**config.mk**
```make
export PLATFORM = sky130hd
export DESIGN_NAME = four_way_mux_arbiter_flat
export DESIGN_NICKNAME = d
export VERILOG_FILES = /design/src/rtl/four_way_mux_arbiter_if.sv /design/src/rtl/four_way_mux_arbiter.sv /design/src/flat_wrapper.sv
export SDC_FILE = /design/constraint.sdc
export NUM_CORES = 1
export LEC_CHECK = 0
export CAP_MARGIN = 10
export CORE_MARGIN = 10
export CORE_UTILIZATION = 30
export CTS_BUF_LIST = sky130_fd_sc_hd__clkbuf_8 sky130_fd_sc_hd__clkbuf_16
export DETAILED_ROUTE_END_ITERATION = 10
export PLACE_DENSITY = 0.71
export SYNTH_ARGS = -nofsm -noshare
export SYNTH_HDL_FRONTEND = slang
export SYNTH_SLANG_ARGS = --single-unit
```
**constraint.sdc**
```tcl
create_clock -name clock -period 1.84 [get_ports clock]
set_input_delay 0.368 -clock clock [delete_from_list [all_inputs] [get_ports clock]]
set_output_delay 0.368 -clock clock [all_outputs]
set_load 0.005 [all_outputs]
```
**src/rtl/four_way_mux_arbiter_if.sv**
```systemverilog
// ----------------------------------------------------------------------------
// four_way_mux_arbiter_if
// Bundles the request/data inputs and the grant/data outputs of the four-way
// mux arbiter.
//   req       [3:0]        one request bit per requester (index 0..3)
//   in0..in3  [WIDTH-1:0]  requester data
//   grant     [3:0]        registered one-hot grant, or all-zero
//   op        [1:0]        registered index of the granted requester
//   out       [WIDTH-1:0]  registered data of the granted requester
//   out_valid              out holds data captured during an ownership cycle
//   busy                   arbiter is in its OWNED state
// Modports:
//   master : the requester side (drives req/in*, observes the results)
//   slave  : the arbiter side
// ----------------------------------------------------------------------------
interface four_way_mux_arbiter_if #(
    parameter int WIDTH = 16
);
    logic [3:0]       req;
    logic [WIDTH-1:0] in0;
    logic [WIDTH-1:0] in1;
    logic [WIDTH-1:0] in2;
    logic [WIDTH-1:0] in3;
    logic [3:0]       grant;
    logic [1:0]       op;
    logic [WIDTH-1:0] out;
    logic             out_valid;
    logic             busy;

    modport master (
        output req, in0, in1, in2, in3,
        input  grant, op, out, out_valid, busy
    );

    modport slave (
        input  req, in0, in1, in2, in3,
        output grant, op, out, out_valid, busy
    );
endinterface

```
**src/rtl/four_way_mux_arbiter.sv**
```systemverilog
// ----------------------------------------------------------------------------
// four_way_mux_arbiter
// Round-robin arbiter for four requesters with a bounded ownership length.
// A requester, once granted, owns the mux until it drops its request or has
// held the grant for HOLD_MAX cycles; every release is followed by at least
// one IDLE cycle. While owned, the granted requester's data is registered
// onto out each cycle.
// Ports:
//   clock  : single clock, rising edge
//   reset  : synchronous, active-high reset
//   bus    : four_way_mux_arbiter_if.slave (req, in0..in3 -> grant, op, out,
//            out_valid, busy)
// Parameters:
//   WIDTH    : data width of in0..in3 and out (must match the interface)
//   HOLD_MAX : maximum consecutive grant cycles per ownership, 1..255
// ----------------------------------------------------------------------------
module four_way_mux_arbiter #(
    parameter int WIDTH    = 16,
    parameter int HOLD_MAX = 8
) (
    input  logic                     clock,
    input  logic                     reset,
    four_way_mux_arbiter_if.slave    bus
);

    typedef enum logic [0:0] {
        ST_IDLE  = 1'b0,
        ST_OWNED = 1'b1
    } state_t;

    // Hold counter is 8 bits wide: HOLD_MAX never exceeds 255.
    localparam logic [7:0] HOLD_LAST = 8'(HOLD_MAX - 1);
    localparam logic [7:0] HOLD_SAT  = 8'(HOLD_MAX);

    state_t           r_state;
    logic [3:0]       r_grant;
    logic [1:0]       r_op;
    logic [1:0]       r_ptr;
    logic [7:0]       r_hold_cnt;
    logic [WIDTH-1:0] r_out;
    logic             r_out_valid;
    logic             r_busy;

    state_t           w_state_nxt;
    logic [3:0]       w_grant_nxt;
    logic [1:0]       w_op_nxt;
    logic [1:0]       w_ptr_nxt;
    logic [7:0]       w_hold_nxt;
    logic [WIDTH-1:0] w_out_nxt;
    logic             w_out_valid_nxt;
    logic             w_busy_nxt;
    logic [1:0]       w_sel;
    logic [WIDTH-1:0] w_owner_data;

    // First set request bit searching upward (mod 4) starting just after ptr,
    // so the previous owner is the lowest priority.
    function automatic logic [1:0] pick_next(input logic [3:0] req,
                                             input logic [1:0] ptr);
        logic [1:0] idx;
        logic [1:0] res;
        logic       found;
        res   = ptr;
        found = 1'b0;
        for (int i = 1; i <= 4; i++) begin
            idx = ptr + 2'(i);
            if (!found && req[idx]) begin
                res   = idx;
                found = 1'b1;
            end else begin
                res   = res;
            end
        end
        return res;
    endfunction

    function automatic logic [3:0] onehot4(input logic [1:0] idx);
        return 4'b0001 << idx;
    endfunction

    // Data of the current owner, selected by the registered op.
    always_comb begin
        w_owner_data = bus.in0;
        case (r_op)
            2'd0:    w_owner_data = bus.in0;
            2'd1:    w_owner_data = bus.in1;
            2'd2:    w_owner_data = bus.in2;
            2'd3:    w_owner_data = bus.in3;
            default: w_owner_data = bus.in0;
        endcase
    end

    // Next-state and next-output logic of the IDLE/OWNED controller.
    always_comb begin
        w_state_nxt     = r_state;
        w_grant_nxt     = r_grant;
        w_op_nxt        = r_op;
        w_ptr_nxt       = r_ptr;
        w_hold_nxt      = r_hold_cnt;
        w_out_nxt       = r_out;
        w_out_valid_nxt = 1'b0;
        w_sel           = pick_next(bus.req, r_ptr);

        case (r_state)
            ST_IDLE: begin
                if (bus.req != 4'b0000) begin
                    w_state_nxt = ST_OWNED;
                    w_grant_nxt = onehot4(w_sel);
                    w_op_nxt    = w_sel;
                    w_ptr_nxt   = w_sel;
                    w_hold_nxt  = 8'd0;
                end else begin
                    w_grant_nxt = 4'b0000;
                end
            end
            ST_OWNED: begin
                // out follows the owner on every owned edge, including the
                // releasing one; out_valid marks the cycle after it.
                w_out_nxt       = w_owner_data;
                w_out_valid_nxt = 1'b1;
                if (r_hold_cnt >= HOLD_SAT) begin
                    w_hold_nxt = HOLD_SAT;
                end else begin
                    w_hold_nxt = r_hold_cnt + 8'd1;
                end
                // Only the owner's own request bit matters here; a drop and
                // the hold limit coinciding is just one release.
                if (!bus.req[r_op] || (r_hold_cnt == HOLD_LAST)) begin
                    w_state_nxt = ST_IDLE;
                    w_grant_nxt = 4'b0000;
                end else begin
                    w_grant_nxt = onehot4(r_op);
                end
            end
            default: begin
                w_state_nxt = ST_IDLE;
                w_grant_nxt = 4'b0000;
            end
        endcase

        w_busy_nxt = (w_state_nxt == ST_OWNED);
    end

    // State and output registers; reset forces requester 0 to top priority.
    always_ff @(posedge clock) begin
        if (reset) begin
            r_state     <= ST_IDLE;
            r_grant     <= 4'b0000;
            r_op        <= 2'd0;
            r_ptr       <= 2'd3;
            r_hold_cnt  <= 8'd0;
            r_out       <= '0;
            r_out_valid <= 1'b0;
            r_busy      <= 1'b0;
        end else begin
            r_state     <= w_state_nxt;
            r_grant     <= w_grant_nxt;
            r_op        <= w_op_nxt;
            r_ptr       <= w_ptr_nxt;
            r_hold_cnt  <= w_hold_nxt;
            r_out       <= w_out_nxt;
            r_out_valid <= w_out_valid_nxt;
            r_busy      <= w_busy_nxt;
        end
    end

    assign bus.grant     = r_grant;
    assign bus.op        = r_op;
    assign bus.out       = r_out;
    assign bus.out_valid = r_out_valid;
    assign bus.busy      = r_busy;

endmodule

```
**src/flat_wrapper.sv**
```systemverilog
// flat-port wrapper written by rule: the top's interface ports become plain ports
module four_way_mux_arbiter_flat 
#(
    parameter int WIDTH    = 16,
    parameter int HOLD_MAX = 8
)
  (clock, reset, bus_req, bus_in0, bus_in1, bus_in2, bus_in3, bus_grant, bus_op, bus_out, bus_out_valid, bus_busy);
  four_way_mux_arbiter_if #(.WIDTH(WIDTH)) bus_i ();
  input  logic clock;
  input  logic reset;
  input wire logic [$bits(bus_i.req)-1:0] bus_req;
  input wire logic [$bits(bus_i.in0)-1:0] bus_in0;
  input wire logic [$bits(bus_i.in1)-1:0] bus_in1;
  input wire logic [$bits(bus_i.in2)-1:0] bus_in2;
  input wire logic [$bits(bus_i.in3)-1:0] bus_in3;
  output wire logic [$bits(bus_i.grant)-1:0] bus_grant;
  output wire logic [$bits(bus_i.op)-1:0] bus_op;
  output wire logic [$bits(bus_i.out)-1:0] bus_out;
  output wire logic [$bits(bus_i.out_valid)-1:0] bus_out_valid;
  output wire logic [$bits(bus_i.busy)-1:0] bus_busy;
  assign bus_i.req = bus_req;
  assign bus_i.in0 = bus_in0;
  assign bus_i.in1 = bus_in1;
  assign bus_i.in2 = bus_in2;
  assign bus_i.in3 = bus_in3;
  assign bus_grant = bus_i.grant;
  assign bus_op = bus_i.op;
  assign bus_out = bus_i.out;
  assign bus_out_valid = bus_i.out_valid;
  assign bus_busy = bus_i.busy;
  four_way_mux_arbiter #(.WIDTH(WIDTH), .HOLD_MAX(HOLD_MAX)) u_core (.clock(clock), .reset(reset), .bus(bus_i));
endmodule
```
== After elaboration in Yosys (flattened, before gate mapping) ==
Cells that the tools add are included.

* Add/subtract/negate cells: 4
* Magnitude comparators: 6
* Reduce and logical (&&, ||, !) cells: 11
* Muxes and demuxes: 28
* Shift-type cells: 2
* Equal/unequal tests: 5
* Bitwise operators: 1

{| class="wikitable"
|+ Operators by type and width
! kind !! number
|-
| one-hot mux 16 bit (4 select lines) || 1
|-
| two-way mux 8 bit || 2
|-
| one-hot mux 8 bit (2 select lines) || 1
|-
| less-than comparator 2 x 3 -> 1 bit, second input constant || 5
|-
| two-way mux 1 bit || 11
|-
| binary-select mux 1 bit (select 2 bit) || 5
|-
| adder 8 x 1 -> 8 bit, second input constant || 1
|-
| equality test 8 x 3 -> 1 bit, second input constant || 1
|-
| >= comparator 8 x 4 -> 1 bit, second input constant || 1
|-
| two-way mux 2 bit || 4
|-
| two-way mux 4 bit || 2
|-
| one-hot mux 4 bit (2 select lines) || 1
|-
| << shifter 1 x 2 -> 4 bit, first input constant || 2
|-
| adder 2 bit, second input constant || 2
|-
| equality test 2 bit, second input constant || 2
|-
| logical NOT 1 bit || 4
|-
| nonzero test 4 bit || 1
|-
| logical AND 1 bit || 3
|-
| adder 2 x 1 -> 2 bit, second input constant || 1
|-
| equality test 2 x 1 -> 1 bit, second input constant || 1
|-
| logical NOT 2 bit || 1
|-
| != test 2 x 1 -> 1 bit, second input constant || 1
|-
| one-hot mux 1 bit (2 select lines) || 1
|-
| AND reduction 2 bit || 1
|-
| 2 further kinds || 2
|}

* Output and inout port bits: 24
* Logic and storage cells: 64
* Register bits after elaboration: 34
* Input bits: 70

== Longest topological paths before layout ==
* Depth after elaboration: 16
* Gate-level depth with buffers: 5

== Worst setup path after synthesis ==
Ideal clock, no wire load.

* Path kind: register to register
* Start: register u_core.r_op[0], in the netlist u_core.bus.op[0]
* End: register u_core.r_out[10], in the netlist u_core.bus.out[10]
* Required time: 1.712 ns
* Buffers on the path: 1
* Library setup time: 0.128 ns
* Arrival time: 1.346 ns
* Stages on the path, launching flop included: 5
* Setup slack: 0.367 ns
* Cell sequence: dfxtp_1 -> buf_2 -> mux4_2 -> mux2i_1 -> nor2_1

* Word-level cells in the longest chain between the ends: 2
* Elaborated cells on any way between the ends: 5
* Classes of those cells: 3 x eq/ne; 1 x mux; 1 x reduce/logical

{| class="wikitable"
|+ Ends and longest elaborated chain
! what !! line !! RTL
|-
| from (decl) || four_way_mux_arbiter.sv:37 || <nowiki>logic [1:0] r_op;</nowiki>
|-
| from (signal assigned) || four_way_mux_arbiter.sv:157 || <nowiki>r_op <= w_op_nxt;</nowiki>
|-
| equality test 2 bit (tied with other cells) || four_way_mux_arbiter.sv:83 || <nowiki>case (r_op)</nowiki>
|-
| one-hot mux 16 bit (4 select lines) (*) || four_way_mux_arbiter.sv:83 ||
|-
| to (signal assigned) || four_way_mux_arbiter.sv:160 || <nowiki>r_out <= w_out_nxt;</nowiki>
|-
| to (decl) || four_way_mux_arbiter.sv:40 || <nowiki>logic [WIDTH-1:0] r_out;</nowiki>
|}

Every way passes the cells marked *; elsewhere a longest branch is shown, timed or not.
A chain may end at the register's enable or synchronous reset.

== Worst setup path in the final report ==
* Start: register u_core.r_op[0], in the netlist u_core.bus.op[0]
* End: output port bus_op[0]

{| class="wikitable"
|+ RTL lines
! what !! line !! RTL
|-
| to (decl) || flat_wrapper.sv:17 || <nowiki>output wire logic [$bits(bus_i.op)-1:0] bus_op;</nowiki>
|}

No word-level cell between the ends.

==> report_table.html <==
<table>
<tr><th>Metric</th><th>Value</th></tr>
<tr><th colspan="2">Power and ir drop</th></tr>
<tr><td>Total Power</td><td>2.27 mW</td></tr>
<tr><td>PwrDens</td><td>approximately 780 nW/um^2</td></tr>
<tr><td>Leak Pwr</td><td>around 1.1 nW</td></tr>
<tr><td>Worst ir drop on vdd</td><td>~0.36 mV</td></tr>
<tr><th colspan="2">Detailed routing</th></tr>
<tr><td>DRC errors left</td><td>0</td></tr>
<tr><td>Number of vias in the routed layout</td><td>roughly 1,600</td></tr>
<tr><td>Routed wirelength normalized by instance count</td><td>approximately 16 um</td></tr>
<tr><td>Violation count after the first detailed-routing iteration</td><td>99</td></tr>
<tr><td>1st-pass router iterations</td><td>4</td></tr>
<tr><td>Final WL</td><td>about 5.4 mm</td></tr>
<tr><td>Mean number of vias per cell</td><td>4.86</td></tr>
<tr><td>Antenna Nets Post-Route</td><td>0</td></tr>
<tr><th colspan="2">Setup path</th></tr>
<tr><td>Element type at the critical path end</td><td>output port</td></tr>
<tr><td>Cells along the critical path</td><td>buf_4 &gt; clkdlybuf4s50_1</td></tr>
<tr><td>Req. time, crit path</td><td>1.47 ns</td></tr>
<tr><td>Startpoint types</td><td>register</td></tr>
<tr><td>Data arrival time of the critical path</td><td>around 1.4 ns</td></tr>
<tr><td>Critical Path Max Stage Delay</td><td>around 0.53 ns</td></tr>
<tr><td>Critical path peak fanout</td><td>8</td></tr>
<tr><td>Slowest-stage cell, CP</td><td>sky130_fd_sc_hd__clkdlybuf4s50_1</td></tr>
<tr><td>Number of cells traversed by the worst register-to-register path</td><td>4</td></tr>
<tr><td>Worst Path Class, Setup</td><td>register to output port</td></tr>
<tr><th colspan="2">Synthesis</th></tr>
<tr><td>Yosys synthesis warning count</td><td>0</td></tr>
<tr><td>Largest family of logic cells by synthesized area</td><td>multiplexers</td></tr>
<tr><td>Most frequently used flop master after synthesis</td><td>sky130_fd_sc_hd__dfxtp_1</td></tr>
<tr><td>Net Count, Synth</td><td>about 230</td></tr>
<tr><td>Average cell area after synthesis</td><td>between 10 and 15 um^2</td></tr>
<tr><td>Flip-flop and latch count after synthesis</td><td>34</td></tr>
<tr><td>Simple-gate area share of the yosys netlist</td><td>0.174</td></tr>
<tr><td>Multiplexer area fraction after synthesis</td><td>0.315</td></tr>
<tr><td>Number of enable flip-flop cells after synthesis</td><td>0</td></tr>
<tr><td>Leading post-synthesis cells by instance count</td><td>sky130_fd_sc_hd__dfxtp_1 (34), sky130_fd_sc_hd__nor2_1 (21), sky130_fd_sc_hd__mux2i_1 (17), sky130_fd_sc_hd__mux4_2 (17), sky130_fd_sc_hd__nand2_1 (9)</td></tr>
<tr><td>Compound-Gate Fraction of Synth Area</td><td>0.0726</td></tr>
<tr><td>Mapped Cells</td><td>about 160</td></tr>
<tr><td>Xor and xnor area share after synthesis</td><td>0</td></tr>
<tr><td>Post-synthesis sequential area ratio</td><td>0.387</td></tr>
<tr><td>Post-synthesis instance area</td><td>approximately 1800 um^2</td></tr>
<tr><td>Biggest area consumer among synthesized cells</td><td>sky130_fd_sc_hd__dfxtp_1</td></tr>
<tr><td>Synth cell types</td><td>33</td></tr>
<tr><td>Cell with the most instances after synthesis</td><td>sky130_fd_sc_hd__dfxtp_1</td></tr>
<tr><td>Leading cell types by total area after synthesis</td><td>sky130_fd_sc_hd__dfxtp_1 (39%), sky130_fd_sc_hd__mux4_2 (22%), sky130_fd_sc_hd__mux2i_1 (9.7%)</td></tr>
<tr><td>Async S/R FF share, synth</td><td>0</td></tr>
<tr><td>Top cell type's share of synthesized area</td><td>0.387</td></tr>
<tr><td>Fraction of the mapped netlist area in adder cells</td><td>0.0142</td></tr>
<tr><th colspan="2">Global route</th></tr>
<tr><td>GR Util All Layers</td><td>0.115</td></tr>
<tr><td>Largest net degree at the start of global routing</td><td>16</td></tr>
<tr><td>Initial antenna violation count</td><td>0</td></tr>
<tr><td>First-pass GRT wire length</td><td>roughly 8.4 mm</td></tr>
<tr><td>Total gr overflow</td><td>0</td></tr>
<tr><td>Via count of the first global-routing pass</td><td>roughly 1,700</td></tr>
<tr><th colspan="2">Clock tree</th></tr>
<tr><td>Insertion delay to the later sink of the worst-skew pair</td><td>0.29 ns</td></tr>
<tr><td>Total clock buffers created by CTS</td><td>5</td></tr>
<tr><td>Clk pin slew, worst setup/hold paths</td><td>approximately 0.070 ns</td></tr>
<tr><td>Sink count of the clock tree</td><td>34</td></tr>
<tr><td>Number of hold buffers added after cts</td><td>0</td></tr>
<tr><td>Post-CTS setup buffer count</td><td>0</td></tr>
<tr><td>Root buffer cell</td><td>sky130_fd_sc_hd__clkbuf_8</td></tr>
<tr><td>Worst-case clock buffer depth</td><td>2</td></tr>
<tr><td>Max H-tree Level</td><td>2</td></tr>
<tr><td>TritonCTS clock tree</td><td>built</td></tr>
<tr><th colspan="2">Run</th></tr>
<tr><td>Max-cap violations</td><td>0</td></tr>
<tr><th colspan="2">STA</th></tr>
<tr><td>Crit path setup slack, layout</td><td>approximately 0.12 ns</td></tr>
<tr><td>Slew @ Worst Pin</td><td>roughly 0.36 ns</td></tr>
<tr><td>Setup violations, final</td><td>0</td></tr>
<tr><td>RSZ-0062 raised after global routing</td><td>no</td></tr>
<tr><td>Setup Skew</td><td>between 0.009 and 0.01 ns</td></tr>
<tr><td>Max Clk Rate</td><td>0.581 GHz</td></tr>
<tr><td>Final count of pins violating max slew</td><td>0</td></tr>
<tr><td>Share of the clock period used by the worst path</td><td>0.936</td></tr>
<tr><td>Fin Setup TNS</td><td>0 ns</td></tr>
<tr><td>Slew margin rel.</td><td>0.761</td></tr>
<tr><td>Post-layout minimum cycle time</td><td>about 1.7 ns</td></tr>
<tr><td>Final Hold Violating Endpoints</td><td>0</td></tr>
<tr><th colspan="2">Floorplanning</th></tr>
<tr><td>Cell row count</td><td>27</td></tr>
<tr><td>DIE HEIGHT</td><td>96.5 um</td></tr>
<tr><td>Count of boundary I/O pins</td><td>94</td></tr>
<tr><td>Effective utilization at floorplan</td><td>0.313</td></tr>
<tr><td>Die Wd</td><td>approximately 97 um</td></tr>
<tr><td>Die area</td><td>around 9300 um^2</td></tr>
<tr><td>Core ar.</td><td>between 5000 and 6000 um^2</td></tr>
<tr><th colspan="2">Final layout</th></tr>
<tr><td>Nets</td><td>between 300 and 400</td></tr>
<tr><td>Syn-to-layout area delta</td><td>65.9%</td></tr>
<tr><td>Number of inserted diodes</td><td>0</td></tr>
<tr><td>Layout cells sized above 1</td><td>0.174</td></tr>
<tr><td>Fillers</td><td>541</td></tr>
<tr><th colspan="2">Worst hold path</th></tr>
<tr><td>Class of the tightest hold or removal check</td><td>register to register</td></tr>
<tr><td>Cell depth of the worst min-delay path</td><td>1</td></tr>
<tr><th colspan="2">Run status</th></tr>
<tr><td>Result of the run</td><td>finished, final reports clean</td></tr>
<tr><th colspan="2">Placed design</th></tr>
<tr><td>Quantity of I/O buffers inserted on ports</td><td>93</td></tr>
<tr><td>HPWL reported at the end of detailed placement</td><td>~4.5 mm</td></tr>
<tr><td>Pre-CTS setup slack</td><td>-0.0462 ns</td></tr>
<tr><td>Final estimated routing congestion in global placement</td><td>0.851</td></tr>
</table>
sequential cells by signal, summed over array words and instances, names as in the netlist:
signal and count:
u_core.bus.out 16, u_core.r_ptr 2, u_core.bus.grant 4, u_core.bus.out_valid 1, u_core.r_state 1, u_core.r_hold_cnt 8
u_core.bus.op 2
through the flow:
| stage | util | hold slack (ns) | std cells | instance area (um^2) |
|---|---|---|---|---|
| 6_report | 0.520 | 0.464 | 336 | 2910 |
| 2_1_floorplan | - | 0.431 | 162 | 1760 |
| 4_1_cts | 0.519 | 0.466 | 336 | 2910 |
| 3_5_place_dp | 0.502 | 0.445 | 328 | 2820 |
| 5_1_grt | 0.520 | 0.500 | 336 | 2910 |
| 3_3_place_gp | 0.502 | 0.446 | 328 | 2820 |
per-layer routing:
metal	up-vias	part of all wire	global-route usage
li1	800	-	-
met1	769	0.40	0.135
met2	57	0.49	0.189
met3	6	0.10	0.0470
met4	0	0.011	0.0363
met5	-	0	0
critical path: cells and delay by family, from the launching register on:
kind                   cells  cell delay [ns]
DFF                        1             0.33
buffers and inverters      2             0.73
layout make-up:
cell class | instances | area, um^2 | share of cell area
multi-input cells | 113 | 1010 | 0.347
flip-flops and latches | 34 | 682 | 0.234
well taps | 72 | 90.1 | 0.0309
clock buffers | 6 | 82.6 | 0.0283
repair buffers | 105 | 1020 | 0.350
clock inverters | 2 | 12.5 | 0.00429
inverters | 4 | 15.0 | 0.00515
cells in the final DEF (no fill, tap or decap), types with 3 or more instances in the layout:
master                            Yosys  layout
sky130_fd_sc_hd__nor2_1              21      21
sky130_fd_sc_hd__mux4_2              17      17
sky130_fd_sc_hd__clkbuf_8             0       6
sky130_fd_sc_hd__buf_4                1      12
sky130_fd_sc_hd__o22ai_1              4       4
sky130_fd_sc_hd__dfxtp_1             34      33
sky130_fd_sc_hd__nor3_1               4       4
sky130_fd_sc_hd__and2_1               3       3
sky130_fd_sc_hd__nand2b_1             4       4
sky130_fd_sc_hd__mux2i_1             17      17
sky130_fd_sc_hd__inv_1                4       4
sky130_fd_sc_hd__nand2_1              9       9
sky130_fd_sc_hd__clkdlybuf4s50_1      0      93
sky130_fd_sc_hd__a21oi_1              6       6
sky130_fd_sc_hd__nand3_1              3       3
logic make-up (layout without fill, tap and decap cells):
| kind of cell | Yosys count | in the layout |
|---|---|---|
| flops | 34 | 34 |
| fa+ha+maj | 2 | 2 |
| buf+inv | 15 | 117 |
| mux | 34 | 34 |
| compound gates | 20 | 20 |
| simple gates | 57 | 57 |
what timing repair did:
action / 4_1_cts / 5_1_grt
endpoints found under the hold margin: 0 / 0
endpoints found under the setup margin: 0 / 1
resized for setup: 0 / 1
where the power goes:
part	internal, mW	leakage, nW	switching (mW)
logic	0.519	0.773	0.301
registers	0.823	0.279	0.0585
clock network	0.300	0.0472	0.270
total	1.64	1.10	0.629
final timing paths:
path / startpoint / endpoint / slack (ns)
min reg2reg: u_core.r_hold_cnt[7] / u_core.r_hold_cnt[7] / 0.46
max reg2reg: u_core.r_hold_cnt[4] / u_core.bus.grant[1] / 0.35
max: u_core.bus.op[0] / bus_op[0] / 0.12
min: u_core.r_hold_cnt[7] / u_core.r_hold_cnt[7] / 0.46
Note: power is estimated with default switching activity, not from simulation.
